===== src/rtl/dcache_write_buffer_pkg.sv =====
// Shared types for the data-cache posted-write buffer.
//   DEPTH_DEFAULT : default number of queued stores
//   wb_entry_t    : one queued store (word address, data, lane enables)
//   mem_bus_req_t : memory-bus write request, also intended for the refill controller
package dcache_write_buffer_pkg;

  localparam int DEPTH_DEFAULT = 4;

  typedef struct packed {
    logic [29:0] addr;    // word address, byte address bits [31:2]
    logic [31:0] data;
    logic [3:0]  byteen;  // byteen[3] covers data[31:24]
  } wb_entry_t;

  typedef struct packed {
    logic        req;
    logic [31:0] addr;
    logic [31:0] wdata;
    logic [3:0]  byteen;
  } mem_bus_req_t;

endpackage


===== src/rtl/wb_addr_match.sv =====
// Single-entry address comparator for the write buffer.
//   entry_valid : entry currently holds a queued store
//   entry_addr  : entry word address
//   rd_word     : word address being looked up
//   match       : entry is valid and its word address equals rd_word
module wb_addr_match (
  input  logic        entry_valid,
  input  logic [29:0] entry_addr,
  input  logic [29:0] rd_word,
  output logic        match
);

  assign match = entry_valid && (entry_addr == rd_word);

endmodule


===== src/rtl/dcache_write_buffer.sv =====
// Posted-write buffer between the data cache and the memory bus.
// Stores are queued in a circular FIFO and drained in order over a req/ack
// handshake; a store to the same word as the youngest (not in-flight) entry
// is coalesced into it. rd_conflict flags any queued store to a read word.
//   clk, reset          : clock, asynchronous active-low reset
//   wr_valid/addr/data/byteen, wr_ready : store port from the cache
//   mem_req/addr/wdata/byteen, mem_ack  : write port to memory (head entry)
//   rd_addr, rd_conflict                : read-after-write hazard check
//   empty, count                        : occupancy
module dcache_write_buffer
  import dcache_write_buffer_pkg::*;
#(
  parameter int DEPTH = DEPTH_DEFAULT
) (
  input  logic                     clk,
  input  logic                     reset,
  input  logic                     wr_valid,
  input  logic [31:0]              wr_addr,
  input  logic [31:0]              wr_data,
  input  logic [3:0]               wr_byteen,
  output logic                     wr_ready,
  output logic                     mem_req,
  output logic [31:0]              mem_addr,
  output logic [31:0]              mem_wdata,
  output logic [3:0]               mem_byteen,
  input  logic                     mem_ack,
  input  logic [31:0]              rd_addr,
  output logic                     rd_conflict,
  output logic                     empty,
  output logic [$clog2(DEPTH):0]   count
);

  localparam int PTR_W = $clog2(DEPTH);
  localparam int CNT_W = PTR_W + 1;

  wb_entry_t        entry_q [DEPTH];
  wb_entry_t        entry_d [DEPTH];
  logic [PTR_W-1:0] head_q, head_d;
  logic [PTR_W-1:0] tail_q, tail_d;
  logic [CNT_W-1:0] count_q, count_d;

  logic [PTR_W-1:0] young_ptr;
  wb_entry_t        young_entry;
  wb_entry_t        head_entry;
  logic             merge_hit;
  logic             pop;
  logic             wr_fire;
  logic             do_merge;
  logic             do_push;
  logic [DEPTH-1:0] valid_vec;
  logic [DEPTH-1:0] match_vec;

  // Address bits [1:0] never take part in word matching.
  logic unused_addr_lsbs;
  assign unused_addr_lsbs = ^{wr_addr[1:0], rd_addr[1:0]};

  function automatic logic [31:0] merge_lanes(input logic [31:0] old_data,
                                              input logic [31:0] new_data,
                                              input logic [3:0]  be);
    logic [31:0] res;
    for (int b = 0; b < 4; b++) begin
      res[8*b +: 8] = be[b] ? new_data[8*b +: 8] : old_data[8*b +: 8];
    end
    return res;
  endfunction

  assign young_ptr   = tail_q - PTR_W'(1);
  assign young_entry = entry_q[young_ptr];
  assign head_entry  = entry_q[head_q];

  // With a single entry the youngest is the in-flight head, which must not
  // change, so coalescing needs at least two entries.
  assign merge_hit = (count_q >= CNT_W'(2)) && (young_entry.addr == wr_addr[31:2]);
  assign wr_ready  = (count_q < CNT_W'(DEPTH)) || merge_hit;

  assign mem_req    = (count_q != '0);
  assign pop        = mem_req && mem_ack;
  // Stores with no enabled lanes are accepted but leave no trace.
  assign wr_fire    = wr_valid && wr_ready && (wr_byteen != 4'b0000);
  // With two entries and a pop, the youngest becomes the new head on this
  // edge; push a fresh entry instead of merging into it.
  assign do_merge   = wr_fire && merge_hit && !(pop && (count_q == CNT_W'(2)));
  assign do_push    = wr_fire && !do_merge;

  // Payload is forced to zero while idle so the bus sees a clean value.
  assign mem_addr   = mem_req ? {head_entry.addr, 2'b00} : 32'h0;
  assign mem_wdata  = mem_req ? head_entry.data : 32'h0;
  assign mem_byteen = mem_req ? head_entry.byteen : 4'h0;

  assign empty = (count_q == '0);
  assign count = count_q;

  // Pointer and occupancy next state
  always_comb begin
    head_d  = head_q;
    tail_d  = tail_q;
    count_d = count_q;
    if (pop) begin
      head_d = head_q + PTR_W'(1);
    end
    if (do_push) begin
      tail_d = tail_q + PTR_W'(1);
    end
    case ({do_push, pop})
      2'b10:   count_d = count_q + CNT_W'(1);
      2'b01:   count_d = count_q - CNT_W'(1);
      default: count_d = count_q;
    endcase
  end

  // Entry storage next state
  always_comb begin
    for (int i = 0; i < DEPTH; i++) begin
      entry_d[i] = entry_q[i];
    end
    if (do_push) begin
      entry_d[tail_q] = '{addr: wr_addr[31:2], data: wr_data, byteen: wr_byteen};
    end else if (do_merge) begin
      entry_d[young_ptr] = '{addr:   young_entry.addr,
                             data:   merge_lanes(young_entry.data, wr_data, wr_byteen),
                             byteen: young_entry.byteen | wr_byteen};
    end
  end

  // Control registers
  always_ff @(posedge clk or negedge reset) begin
    if (!reset) begin
      head_q  <= '0;
      tail_q  <= '0;
      count_q <= '0;
    end else begin
      head_q  <= head_d;
      tail_q  <= tail_d;
      count_q <= count_d;
    end
  end

  // Data registers; validity comes from the control state
  always_ff @(posedge clk) begin
    for (int i = 0; i < DEPTH; i++) begin
      entry_q[i] <= entry_d[i];
    end
  end

  // An entry is valid when its distance from the head is below count.
  always_comb begin
    for (int i = 0; i < DEPTH; i++) begin
      logic [PTR_W-1:0] offset;
      offset       = PTR_W'(i) - head_q;
      valid_vec[i] = ({1'b0, offset} < count_q);
    end
  end

  for (genvar g = 0; g < DEPTH; g++) begin : g_match
    wb_addr_match u_match (
      .entry_valid (valid_vec[g]),
      .entry_addr  (entry_q[g].addr),
      .rd_word     (rd_addr[31:2]),
      .match       (match_vec[g])
    );
  end

  assign rd_conflict = |match_vec;

endmodule


===== config.mk =====
export PLATFORM = sky130hd
export DESIGN_NAME = dcache_write_buffer
export DESIGN_NICKNAME = d
export VERILOG_FILES = /design/src/rtl/dcache_write_buffer_pkg.sv /design/src/rtl/wb_addr_match.sv /design/src/rtl/dcache_write_buffer.sv
export SDC_FILE = /design/constraint.sdc
export NUM_CORES = 1
export LEC_CHECK = 0
export ABC_CLOCK_PERIOD_IN_PS = 8200
export CORE_UTILIZATION = 45
export CTS_CLUSTER_SIZE = 14
export DETAILED_ROUTE_END_ITERATION = 12
export SLEW_MARGIN = 20
export SYNTH_ARGS = -nofsm -noshare
export SYNTH_HDL_FRONTEND = slang
export SYNTH_SLANG_ARGS = --single-unit

===== constraint.sdc =====
create_clock -name clk -period 8.2 [get_ports clk]
set_input_delay 1.23 -clock clk [delete_from_list [all_inputs] [get_ports clk]]
set_output_delay 1.23 -clock clk [all_outputs]
set_load 0.01 [all_outputs]

# Word level (Yosys, flattened, before mapping)

Memories as Yosys holds them, arrays and structs flattened.
Cells that the tools add are included.

Word-level logic and storage cells: 72
Input bits: 104
Output and inout port bits: 75
Bits in registers: 7
Memories kept: 1
RAM bits: 264

$lt $le $gt $ge: 10
Add/subtract/negate cells: 9
Bitwise logic cells: 3
Reductions and logical operators: 22
Equality and inequality tests: 8
Multiplexer cells: 16

Memories:

| name    | depth | bits a word | rd ports | clocked after Yosys merged registers in | wr ports | RTL line                  | RTL |
|---|---|---|---|---|---|---|---|
| entry_q | 4     | 66          | 6        | 0                                       | 4        | dcache_write_buffer.sv:36 | `wb_entry_t entry_q [DEPTH];` |

Operator list:

| cell                  | count |
|---|---|
| $bwmux W264           | 2 |
| $mux W264             | 2 |
| $demux W66 S2         | 2 |
| $eq A30 B30 Y1        | 5 |
| $mux W66              | 2 |
| $mux W32              | 2 |
| $mux W8               | 4 |
| $logic_and A1 B1 Y1   | 14 |
| $lt A2 B3 Y1          | 4 |
| $ge A3 B3 Y1 const B  | 2 |
| $lt A3 B1 Y1 const B  | 2 |
| $not A2 Y3            | 2 |
| $pmux W3 S2           | 1 |
| $add A2 B1 Y2 const B | 2 |
| $mux W4               | 1 |
| $or A4 B4 Y4          | 1 |
| $reduce_bool A4 Y1    | 1 |
| $reduce_or A4 Y1      | 1 |
| $sub A1 B2 Y2 const A | 2 |
| $sub A2 B2 Y2 const A | 2 |
| $add A3 B1 Y3 const B | 1 |
| $eq A3 B2 Y1 const B  | 1 |
| $ge A3 B2 Y1 const B  | 1 |
| $logic_not A3 Y1      | 1 |
| other kinds (9)       | 10 |

# Depth between registers and ports, before layout

Gate-level depths: netlist of the first run.
An unclocked memory read counts as a cell.

Depth after elaboration: 13
Mapped depth: 22

# Hierarchy

From an unflattened synthesis of the first run, not the netlist that was laid out.

Cell total of the unflattened synthesis: 1736
Area total of the unflattened synthesis: 18665.4 um2

By module, submodules not included:

| module              | area an instance (um2) | sequential area each (um2) | cells each | instances |
|---|---|---|---|---|
| dcache_write_buffer | 17334.1                | 8102.8                     | 1576       | 1 |
| wb_addr_match       | 332.8                  | 0.0                        | 40         | 4 |

# Least setup slack after synthesis of the first run

Ideal clock, no wire load.

Path type: flip-flop to flip-flop
Start: register tail_q[0] (netlist name)
End: memory entry_q[2][0] in the netlist's numbering, enable pin
Data required time: 7.769 ns
Setup slack: 3.034 ns
Setup time: 0.431 ns
Arrival time: 4.736 ns
Cell stages (with the launch flop): 13
Buffers on the path: 3
Cells stage by stage: dfrtp_1 buf_6 buf_4 clkinv_1 ha_1 buf_1 mux4_2 xnor2_1 nand4_1 nor4_1 nand3_1 a311oi_1 a22o_1

RTL lines:

| element   | RTL line |
|---|---|
| to (decl) | dcache_write_buffer.sv:36 |

# Final worst setup path of the first run

Start: register tail_q[0]
End: output port wr_ready

Longest elaborated chain between the ends: 5

RTL lines:

| element                | RTL line                   | RTL |
|---|---|---|
| from (decl)            | dcache_write_buffer.sv:39  | `logic [PTR_W-1:0] tail_q, tail_d;` |
| from (signal assigned) | dcache_write_buffer.sv:133 | `tail_q <= tail_d;` |
| $sub A2 B1 Y2          | dcache_write_buffer.sv:67  | `assign young_ptr = tail_q - PTR_W'(1);` |
| net young_ptr[0]       | dcache_write_buffer.sv:42  | `logic [PTR_W-1:0] young_ptr;` |
| $mem_v2 Z4 W66         | n/a                        |  |
| $eq A30 B30 Y1         | dcache_write_buffer.sv:73  | `assign merge_hit = (count_q >= CNT_W'(2)) && (young_entry.addr == wr_addr[31:2]);` |
| $logic_and A1 B1 Y1    | dcache_write_buffer.sv:73  |  |
| $logic_or A1 B1 Y1     | dcache_write_buffer.sv:74  | `assign wr_ready = (count_q < CNT_W'(DEPTH)) \|\| merge_hit;` |
| to (decl)              | dcache_write_buffer.sv:21  | `output logic wr_ready,` |

The timed path passes the listed nets, and every way through them passes these cells.

==> results of run 1 <==
[per-layer routing]
metal  GRT usage, %  routed length [microns]  up-vias
li1               -                        -     6390
met1           37.3                    25200     7314
met2           44.7                    29600      710
met3           5.89                     5400      114
met4           9.20                     1800        4
met5              0                       28        -
[through the flow]
step	setup slack, ps	total power [mW]
finish	2090	8.79
global route	1860	9.23
CTS	2090	8.78
detailed placement	2220	7.36
global placement	2280	7.31
floorplan	3030	5.72
[cells by family after synthesis]
logic type | after synthesis
and+or+nand+nor | 641
muxes | 426
DFF | 271
buffers and inverters | 172
xor gates and xnor gates | 157
AOI/OAI and AO/OA | 55
adders and majority gates | 12
other | 1
[state kept, by name, summed over array words and instances, names as in the netlist]
signal	count
count	3
entry_q	264
tail_q	2
head_q	2
[cells in the mapped netlist (2+ instances only)]
master	number
a21oi_1	6
a22o_1	4
buf_1	15
buf_12	21
buf_2	5
buf_4	9
buf_6	5
buf_8	5
clkbuf_1	82
dfrtp_1	7
dlygate4sd1_1	21
edfxtp_1	264
ha_1	11
inv_1	7
mux2_2	33
mux2i_1	265
mux4_2	128
nand2_1	517
nand2b_1	3
nand3_1	3
nand4_1	26
nor2_1	4
nor2b_1	67
nor4_1	17
o2111ai_1	6
o21ai_0	18
o221ai_1	16
or4_1	2
xnor2_1	111
xor2_1	46
[power groups by stage]
stage                     Sequential, mW  Combinational, mW  Clock [mW]
after global placement              2.21               5.10           0
after floorplan                     2.09               3.64           0
final                               2.19               5.20        1.39
after global routing                2.22               5.56        1.45
after detailed placement            2.22               5.14           0
after CTS                           2.19               5.18        1.41
[cells in the final DEF (no fill, tap or decap), drive strengths merged]
| master | n |
|---|---|
| xnor2 | 111 |
| xor2 | 46 |
| nand2b | 3 |
| nand3 | 3 |
| buf | 23 |
| edfxtp | 264 |
| ha | 11 |
| clkbuf | 45 |
| or2 | 1 |
| a21oi | 6 |
| mux4 | 128 |
| nor2 | 5 |
| conb | 2 |
| a22o | 4 |
| a311oi | 1 |
| dfrtp | 7 |
| o2111ai | 6 |
| fa | 1 |
| mux2 | 33 |
| o41ai | 1 |
| nand2 | 517 |
| o221ai | 16 |
| nand4 | 26 |
| clkinv | 13 |
| o2111a | 1 |
| diode | 1 |
| a2bb2oi | 1 |
| clkdlybuf4s50 | 172 |
| or4 | 2 |
| a221oi | 1 |
| mux2i | 265 |
| nor4 | 17 |
| nor2b | 67 |
| inv | 9 |
| o21ai | 18 |
[path summary, 6_finish.rpt]
check                      cells after the start       from             to
setup / recovery                              10  tail_q[0]       wr_ready
hold reg to reg                                1  tail_q[1]      tail_q[1]
max in group asynchronous                      1      reset      head_q[0]
hold / removal                                 1  tail_q[1]      tail_q[1]
setup reg to reg                              12  tail_q[0]  entry_q[3][8]
min in group asynchronous                      1      reset      tail_q[1]
[area by class of cell]
type                       instances  area (sq um)
antenna                            1          2.50
clock buffer                      45           902
clock inverter                    13          76.3
fill                            3832         20900
inverter                           9          46.3
multi-input combinational       1293         10600
sequential                       271          8110
tap                              585           732
timing repair buffer             195          1970
==> flow_metrics.py, run 1 <==
metrics = {
    "route": {
        "wl_per_cell_microns": 25.7,
        "routed_wl_microns": 62000,
        "route.detailed.drc": 0,
        "num_vias": 14500,
        "dr.pass1.iters": 5,
        "drt_iter0_markers": 1530,
        "viasPerCell": 6.02,
        "drtAntennaViolNets": 0,
    },
    "critical_path": {
        "required_ps": 6970,
        "timing_worst_setup_path_type": "flip-flop to output pin",
        "cp_max_fo": 39,
        "start_kind": "flip-flop",
        "cp_slowest_cell": "ha_4",
        "end_kind": "output pin",
        "worst-path-buf-inv": 3,
        "cp.arrival_ps": 4880,
        "slowest_delay_ps": 850,
        "crit_chain": "clkinv_1 -> ha_4 -> buf_4 -> mux4_2 -> xnor2_1 -> nand4_1 -> nor2_1 -> nand3_1 -> nand2_1 -> clkdlybuf4s50_1",
        "crit_family": "buffers and inverters",
        "r2r_setup_slack_ps": 2150,
    },
    "clock_tree": {
        "cts_tree": "built",
        "htree_levels": 2,
        "cts_root_buf": "clkbuf_16",
        "numCtsBuffers": 34,
        "cts-resized-gates": 0,
        "clk_latency_ps": 560,
        "clk_pin_slew_ps": 60,
        "cts_buffer_depth": 3,
        "cts_hold_buf": 0,
        "post_cts_buffers": 0,
        "cts.sinks": 271,
    },
    "yosys": {
        "netlist_area_sq_mm": 0.0199,
        "synth_cell_types": 41,
        "synth_top_flop_cell": "edfxtp_1",
        "synth_xor_area_share_pct": 6.92,
        "synthTopCellsByArea": "edfxtp_1, mux4_2, mux2i_1, nand2_1, xnor2_1",
        "synthMuxAreaShare_pct": 29.7,
        "synth_seq_area_share_pct": 40.8,
        "avgSynthCellArea_sq_um": 11.5,
        "synth_compound_area_share_pct": 1.98,
        "ys_seq_elements": 271,
        "synth-edff-count": 264,
        "synthCells": 1735,
        "yosys.area_share.simple_pct": 13.6,
        "synth_top_area_share_pct": 39.9,
        "yosysWarnings": 0,
        "synthArstFlopShare_pct": 2.58,
        "synthAdderAreaFrac_pct": 0.793,
        "synth_largest_area_cell": "edfxtp_1",
        "synth_top_family_by_area": "multiplexers",
    },
    "power_and_ir_drop": {
        "power.switching_mw": 3.78,
        "leakage_nw": 8.39,
        "power.share.switching_pct": 43.0,
        "ir_drop_v": 0.000425,
        "powerDensity_mw_per_mm2": 391,
        "pwr-share-clk_pct": 15.9,
        "p_int_mw": 5.01,
        "comb_power_share_pct": 59.2,
        "seqPwrFrac_pct": 25.0,
    },
    "global_route": {
        "grt.total_usage_pct": 27.8,
        "grt_max_degree": 101,
        "grt_pass1_wl_microns": 92200,
        "antenna_found_initial": 4,
        "grt_pass1_vias": 14600,
        "grt.overflow.total": 0,
    },
    "place": {
        "detailed_place.area_sq_mm": 0.0215,
        "gp_congestion": 0.907,
        "dp_hpwl_microns": 36400,
        "placedCellCount": 2352,
        "io_buffer_count": 172,
    },
    "sta": {
        "hold_violations": 0,
        "finalCritPeriodShare_pct": 74.6,
        "fmax_mhz": 164,
        "tightest_slew_ps": 1150,
        "rsz0062_at_grt": "false",
        "fin_skew_ps": 28.2,
        "final.min_clock_period_ps": 6110,
        "tns_ps": 0,
        "slew_headroom_pct": 23.4,
        "drv_slew": 0,
        "whs_ps": 655,
        "setup_viol": 0,
    },
    "die": {
        "initial_core_util_pct": 45.9,
        "core_sq_mm": 0.0434,
        "die_x_microns": 212,
        "die-area_sq_mm": 0.0450,
        "rows": 76,
        "pin_count": 179,
        "die_y_microns": 212,
    },
    "finish": {
        "fin_util_pct": 51.8,
        "fin_area_sq_mm": 0.0225,
        "drive_gt1_share_pct": 13.3,
        "final_cells": 2412,
        "syn_to_final_growth_pct": 13.0,
        "nets": 1920,
    },
    "worst_hold_path": {
        "hold_path_class": "flip-flop to flip-flop",
    },
    "outcome": {
        "status": "completed",
    },
    "flow_run": {
        "cap_violations": 0,
    },
}
(Power assumes the default switching activity.)
==> run 2: changes to the inputs <==
--- a/config.mk
+++ b/config.mk
@@ -5,7 +5,7 @@
 export SDC_FILE = /design/constraint.sdc
 export NUM_CORES = 1
 export LEC_CHECK = 0
-export ABC_CLOCK_PERIOD_IN_PS = 8200
+export ABC_CLOCK_PERIOD_IN_PS = 5800
 export CORE_UTILIZATION = 45
 export CTS_CLUSTER_SIZE = 14
 export DETAILED_ROUTE_END_ITERATION = 12
==> constraint.sdc (replaced) <==
create_clock -name clk -period 5.8 [get_ports clk]
set_input_delay 0.87 -clock clk [delete_from_list [all_inputs] [get_ports clk]]
set_output_delay 0.87 -clock clk [all_outputs]
set_load 0.01 [all_outputs]
==> run 2 against run 1 <==
  * Sequential cell count unchanged
  * Hold slack got worse by 42 ps
  * Die area unchanged
  * Worst setup slack worse by 1500 ps
  * Clock power up 51%
  * Critical endpoint unchanged
==> flow_metrics.py, run 2 (synthesis gave the netlist of run 1 again) <==
metrics = {
    "route": {
        "drtAntennaViolNets": 0,
        "num_vias": 14700,
        "wl_per_cell_microns": 25.3,
        "drt_iter0_markers": 1441,
        "dr.pass1.iters": 8,
        "routed_wl_microns": 61400,
        "route.detailed.drc": 0,
        "viasPerCell": 6.04,
    },
    "global_route": {
        "grt.overflow.total": 0,
        "grt_pass1_wl_microns": 90900,
        "grt.total_usage_pct": 27.4,
        "antenna_found_initial": 2,
        "grt_pass1_vias": 14500,
        "grt_max_degree": 103,
    },
    "finish": {
        "fin_area_sq_mm": 0.0226,
        "diodes": 0,
        "final_cell_mix": "nand2_1, mux2i_1, edfxtp_1",
        "syn_to_final_growth_pct": 13.8,
        "layout.cells.most_common": "nand2_1",
        "largest_reg_flops": 264,
        "drive_gt1_share_pct": 14.1,
        "top_register": "entry_q",
        "nets": 1933,
    },
    "power_and_ir_drop": {
        "leakage_nw": 8.50,
        "powerDensity_mw_per_mm2": 555,
        "ir_drop_v": 0.000452,
        "total_power_mw": 12.6,
    },
    "sta": {
        "finalCritPeriodShare_pct": 89.5,
        "tightest_slew_ps": 1120,
        "tns_ps": 0,
        "drv_slew": 0,
        "fmax_mhz": 193,
        "setup_viol": 0,
        "rsz0062_at_grt": "false",
        "slew_headroom_pct": 25.5,
        "final.min_clock_period_ps": 5190,
        "fin_skew_ps": 13.4,
        "hold_violations": 0,
        "whs_ps": 613,
    },
    "place": {
        "gp_congestion": 0.922,
        "detailed_place.area_sq_mm": 0.0216,
        "dp_hpwl_microns": 37200,
        "io_buffer_count": 172,
    },
    "critical_path": {
        "end_kind": "output pin",
        "cp_max_fo": 25,
        "required_ps": 4930,
        "start_kind": "flip-flop",
        "timing_worst_setup_path_type": "flip-flop to output pin",
        "cp.arrival_ps": 4320,
    },
    "clock_tree": {
        "clk_pin_slew_ps": 60,
        "cts_tree": "built",
        "cts-resized-gates": 0,
        "post_cts_buffers": 0,
        "cts_hold_buf": 0,
        "cts_buffer_depth": 3,
        "cts_root_buf": "clkbuf_16",
        "htree_levels": 2,
        "cts.sinks": 271,
        "clk_latency_ps": 550,
        "numCtsBuffers": 34,
    },
    "die": {
        "die_x_microns": 212,
        "initial_core_util_pct": 45.9,
        "rows": 76,
        "pin_count": 179,
        "core_sq_mm": 0.0434,
        "die_y_microns": 212,
        "die-area_sq_mm": 0.0450,
    },
    "flow_run": {
        "cap_violations": 0,
    },
    "worst_hold_path": {
        "hold_path_class": "input port to asynchronous set/reset pin",
    },
    "outcome": {
        "status": "completed",
    },
}
-- run 2: cell types whose count changed in the layout (fill, tap and decap cells not counted), sizes merged --
cell    change
clkinv      +4
buf        +13
diode       -1
bufinv      +3
clkbuf      -4
inv         -1
-- run 2: area by class of cell --
cell class                      instances  area, sq um
Clock buffer                           41          898
Clock inverter                         19          164
Fill cell                            3784        20700
Inverter                                9         46.3
Multi-Input combinational cell       1293        10600
Sequential cell                       271         8110
Tap cell                              585          732
Timing Repair Buffer                  208         2040
-- run 2: path summary, 6_finish.rpt --
kind                           start             end  slack, ps  depth (start not counted)
setup / recovery           tail_q[1]        wr_ready        610                         11
hold / removal                 reset       tail_q[1]        610                          1
setup reg to reg           tail_q[1]  entry_q[2][50]        830                         13
hold reg to reg            tail_q[1]       tail_q[1]        660                          1
max in group asynchronous      reset       head_q[0]       4870                          1
min in group clk           tail_q[1]       tail_q[1]        660                          1
-- run 2: routing by layer --
metal | share of wire (%) | GRT usage, % | routed length [microns] | vias to the layer above
met5 | 0.051 | 0 | 31 | -
met4 | 3.4 | 11.3 | 2100 | 4
met1 | 41 | 36.5 | 24900 | 7379
met2 | 47 | 43.6 | 28500 | 736
li1 | - | - | - | 6417
met3 | 9.5 | 5.63 | 5800 | 122
-- run 2: where the power goes --
part / internal (mW) / switching, mW / total, mW / leakage (nW)
sequential: 2.77 / 0.351 / 3.12 / 2.53
combinational: 3.23 / 4.10 / 7.33 / 5.44
clock: 1.23 / 0.866 / 2.10 / 0.525
-- run 2: worst max-delay path, cell delays in order (launching register included) --
cell and delay (ps):
dfrtp_1 440, inv_1 140, ha_4 610, buf_4 290, mux4_2 390, xnor2_1 250, nand4_1 170, nor4_1 380
buf_4 210, nand3_1 90, nand2_1 210, clkdlybuf4s50_1 580
-- run 2: per-stage QoR --
step / setup slack, ps / util [%] / cells
2_1_floorplan: 634 / - / 1736
3_3_place_gp: 860 / 49.7 / 2366
3_5_place_dp: 836 / 49.7 / 2366
4_1_cts: 598 / 52.2 / 2426
5_1_grt: 405 / 52.2 / 2426
6_report: 610 / 52.2 / 2426
==> run 3: changes to the inputs <==
--- a/config.mk
+++ b/config.mk
@@ -9,7 +9,9 @@
 export CORE_UTILIZATION = 45
 export CTS_CLUSTER_SIZE = 14
 export DETAILED_ROUTE_END_ITERATION = 12
+export PLACE_DENSITY = 0.65
 export SLEW_MARGIN = 20
 export SYNTH_ARGS = -nofsm -noshare
 export SYNTH_HDL_FRONTEND = slang
+export SYNTH_HIERARCHICAL = 1
 export SYNTH_SLANG_ARGS = --single-unit
==> run 3 against run 2 <==
  * Critical path depth is 3 lower
  * Non-clock buffer count down 3
  * Clock power shrank 6%
  * Synthesized cell count hardly changed
  * Worst setup slack got worse by 380 ps
  * Register-to-register slack lost 140 ps
  * Count of clock-buffer cells in the layout is 8 lower
  * Critical path type unchanged
  * Largest cell class unchanged
  * Largest power group unchanged
==> flow_metrics.py, run 3 <==
metrics = {
    "clock_tree": {
        "cts.sinks": 271,
        "post_cts_buffers": 0,
        "cts-resized-gates": 0,
        "clk_latency_ps": 570,
        "htree_levels": 1,
        "cts_tree": "built",
        "cts_root_buf": "clkbuf_16",
        "cts_hold_buf": 0,
        "clk_pin_slew_ps": 60,
        "cts_buffer_depth": 3,
        "numCtsBuffers": 31,
    },
    "route": {
        "dr.pass1.iters": 6,
        "wl_per_cell_microns": 24.6,
        "drt_iter0_markers": 1497,
        "num_vias": 15000,
        "route.detailed.drc": 0,
        "viasPerCell": 6.31,
        "drtAntennaViolNets": 0,
        "routed_wl_microns": 58400,
    },
    "sta": {
        "tightest_slew_ps": 1080,
        "drv_slew": 0,
        "setup_viol": 0,
        "fin_skew_ps": 15.5,
        "finalCritPeriodShare_pct": 96.1,
        "rsz0062_at_grt": "false",
        "final.min_clock_period_ps": 5570,
        "tns_ps": 0,
        "hold_violations": 0,
        "fmax_mhz": 179,
        "slew_headroom_pct": 28.0,
        "whs_ps": 582,
    },
    "die": {
        "die_x_microns": 206,
        "rows": 74,
        "initial_core_util_pct": 45.7,
        "die-area_sq_mm": 0.0423,
        "pin_count": 179,
        "die_y_microns": 206,
        "core_sq_mm": 0.0408,
    },
    "yosys": {
        "synthAdderAreaFrac_pct": 0.845,
        "synth_most_common_cell": "nand3_1",
        "synth_top_family_by_area": "simple AND/OR/NAND/NOR gates",
        "yosys.area_share.simple_pct": 22.8,
        "synthArstFlopShare_pct": 2.58,
        "synth_top_flop_cell": "edfxtp_1",
        "synth_compound_area_share_pct": 2.10,
        "synth_top_area_share_pct": 42.5,
        "synth-edff-count": 264,
        "synthTopCellsByArea": "edfxtp_1, mux4_2, nand3_1, xnor2_1, nand2_1",
        "avgSynthCellArea_sq_um": 10.8,
        "synth_common_cells": "nand3_1, edfxtp_1, nand2_1, mux4_2, xnor2_1",
        "yosysWarnings": 6,
        "synthMuxAreaShare_pct": 18.6,
        "netlist_area_sq_mm": 0.0187,
        "ys_seq_elements": 271,
        "synth_cell_types": 47,
        "synth_largest_area_cell": "edfxtp_1",
        "synth_xor_area_share_pct": 7.32,
        "synthCells": 1736,
        "synth_seq_area_share_pct": 43.4,
    },
    "global_route": {
        "antenna_found_initial": 4,
        "grt_pass1_wl_microns": 87400,
        "grt.overflow.total": 0,
        "grt_pass1_vias": 14800,
        "grt_max_degree": 117,
        "grt.total_usage_pct": 27.5,
    },
    "power_and_ir_drop": {
        "powerDensity_mw_per_mm2": 547,
        "leakage_nw": 7.89,
        "ir_drop_v": 0.000452,
    },
    "critical_path": {
        "end_kind": "output pin",
        "slowest_delay_ps": 660,
        "required_ps": 4930,
        "cp.arrival_ps": 4700,
        "r2r_start": "tail_q[0]",
        "timing_worst_setup_path_type": "flip-flop to output pin",
        "cp_slowest_cell": "mux4_2",
        "crit_chain": "buf_12 -> mux4_2 -> xor2_1 -> nor4_1 -> nand2_1 -> or3_1 -> o21ai_0 -> clkdlybuf4s50_1",
        "cp-startpoint": "tail_q[0]",
        "cp_max_fo": 79,
        "start_kind": "flip-flop",
    },
    "finish": {
        "nets": 1926,
        "syn_to_final_growth_pct": 15.8,
        "final_cell_mix": "nand3_1, edfxtp_1, nand2_1",
        "layout.cells.most_common": "nand3_1",
        "largest_reg_flops": 264,
        "final_cells": 2370,
        "fin_area_sq_mm": 0.0216,
        "top_register": "entry_q",
        "nFillCells": 3481,
        "drive_gt1_share_pct": 14.6,
    },
    "worst_hold_path": {
        "hold_path_class": "input port to asynchronous set/reset pin",
    },
    "place": {
        "io_buffer_count": 172,
        "gp_congestion": 0.891,
        "placedCellCount": 2309,
        "dp_hpwl_microns": 34800,
        "detailed_place.area_sq_mm": 0.0206,
    },
    "outcome": {
        "status": "completed",
    },
    "flow_run": {
        "cap_violations": 0,
    },
}
[run 3: logic make-up (layout without fill, tap and decap cells)]
| logic type | count (synthesis) | count (layout) |
|---|---|---|
| multiplexers | 187 | 187 |
| adder cells (fa/ha/maj) | 12 | 12 |
| AND/OR/NAND/NOR | 874 | 874 |
| AO/OA/AOI/OAI | 53 | 53 |
| other | 1 | 5 |
| flip-flops | 271 | 271 |
| buffers and inverters | 182 | 280 |
| XOR/XNOR | 156 | 156 |
[run 3: per-layer routing]
layer	GRT usage [%]	share of wire (%)
met5	0	0.024
met4	11.6	3.7
met3	4.37	10
met2	46.0	49
met1	35.4	37
[run 3: final timing paths]
path,endpoint,slack (ps),cells after the start
min in group clk,count[0],610,1
max reg2reg,entry_q[0][3],690,11
min reg2reg,count[0],610,1
min,tail_q[0],580,1
max,wr_ready,230,8
max in group asynchronous,head_q[1],4910,1
[run 3: metrics by stage]
step	util [%]	power [mW]	setup slack, ps
after floorplan	-	7.57	26.1
after global placement	50.4	9.74	800
after detailed placement	50.4	9.83	739
after CTS	52.9	11.8	170
after global routing	52.9	12.4	105
final	52.9	11.8	228
[run 3: power by group]
part           internal, mW  total, mW  switching [mW]
registers              2.75       3.08           0.335
logic                  2.90       6.77            3.87
clock network          1.15       1.97           0.816
[run 3: final cells by class]
type                       count  area, sq um  share of cell area, %
multi-input combinational   1284         9750                   45.1
sequential                   271         8110                   37.5
timing repair buffer         205         1990                   9.23
clock buffer                  33          783                   3.62
tap                          532          666                   3.08
clock inverter                25          229                   1.06
inverter                      17         68.8                  0.318
antenna                        3         7.51                 0.0347
[run 3: critical path: cells and delay by family, from the launching register on]
family,cells,cell delay (ps)
flip-flops,1,420
XOR/XNOR,1,220
buffers and inverters,2,1160
AO/OA/AOI/OAI,1,420
multiplexers,1,660
AND/OR/NAND/NOR,3,1170
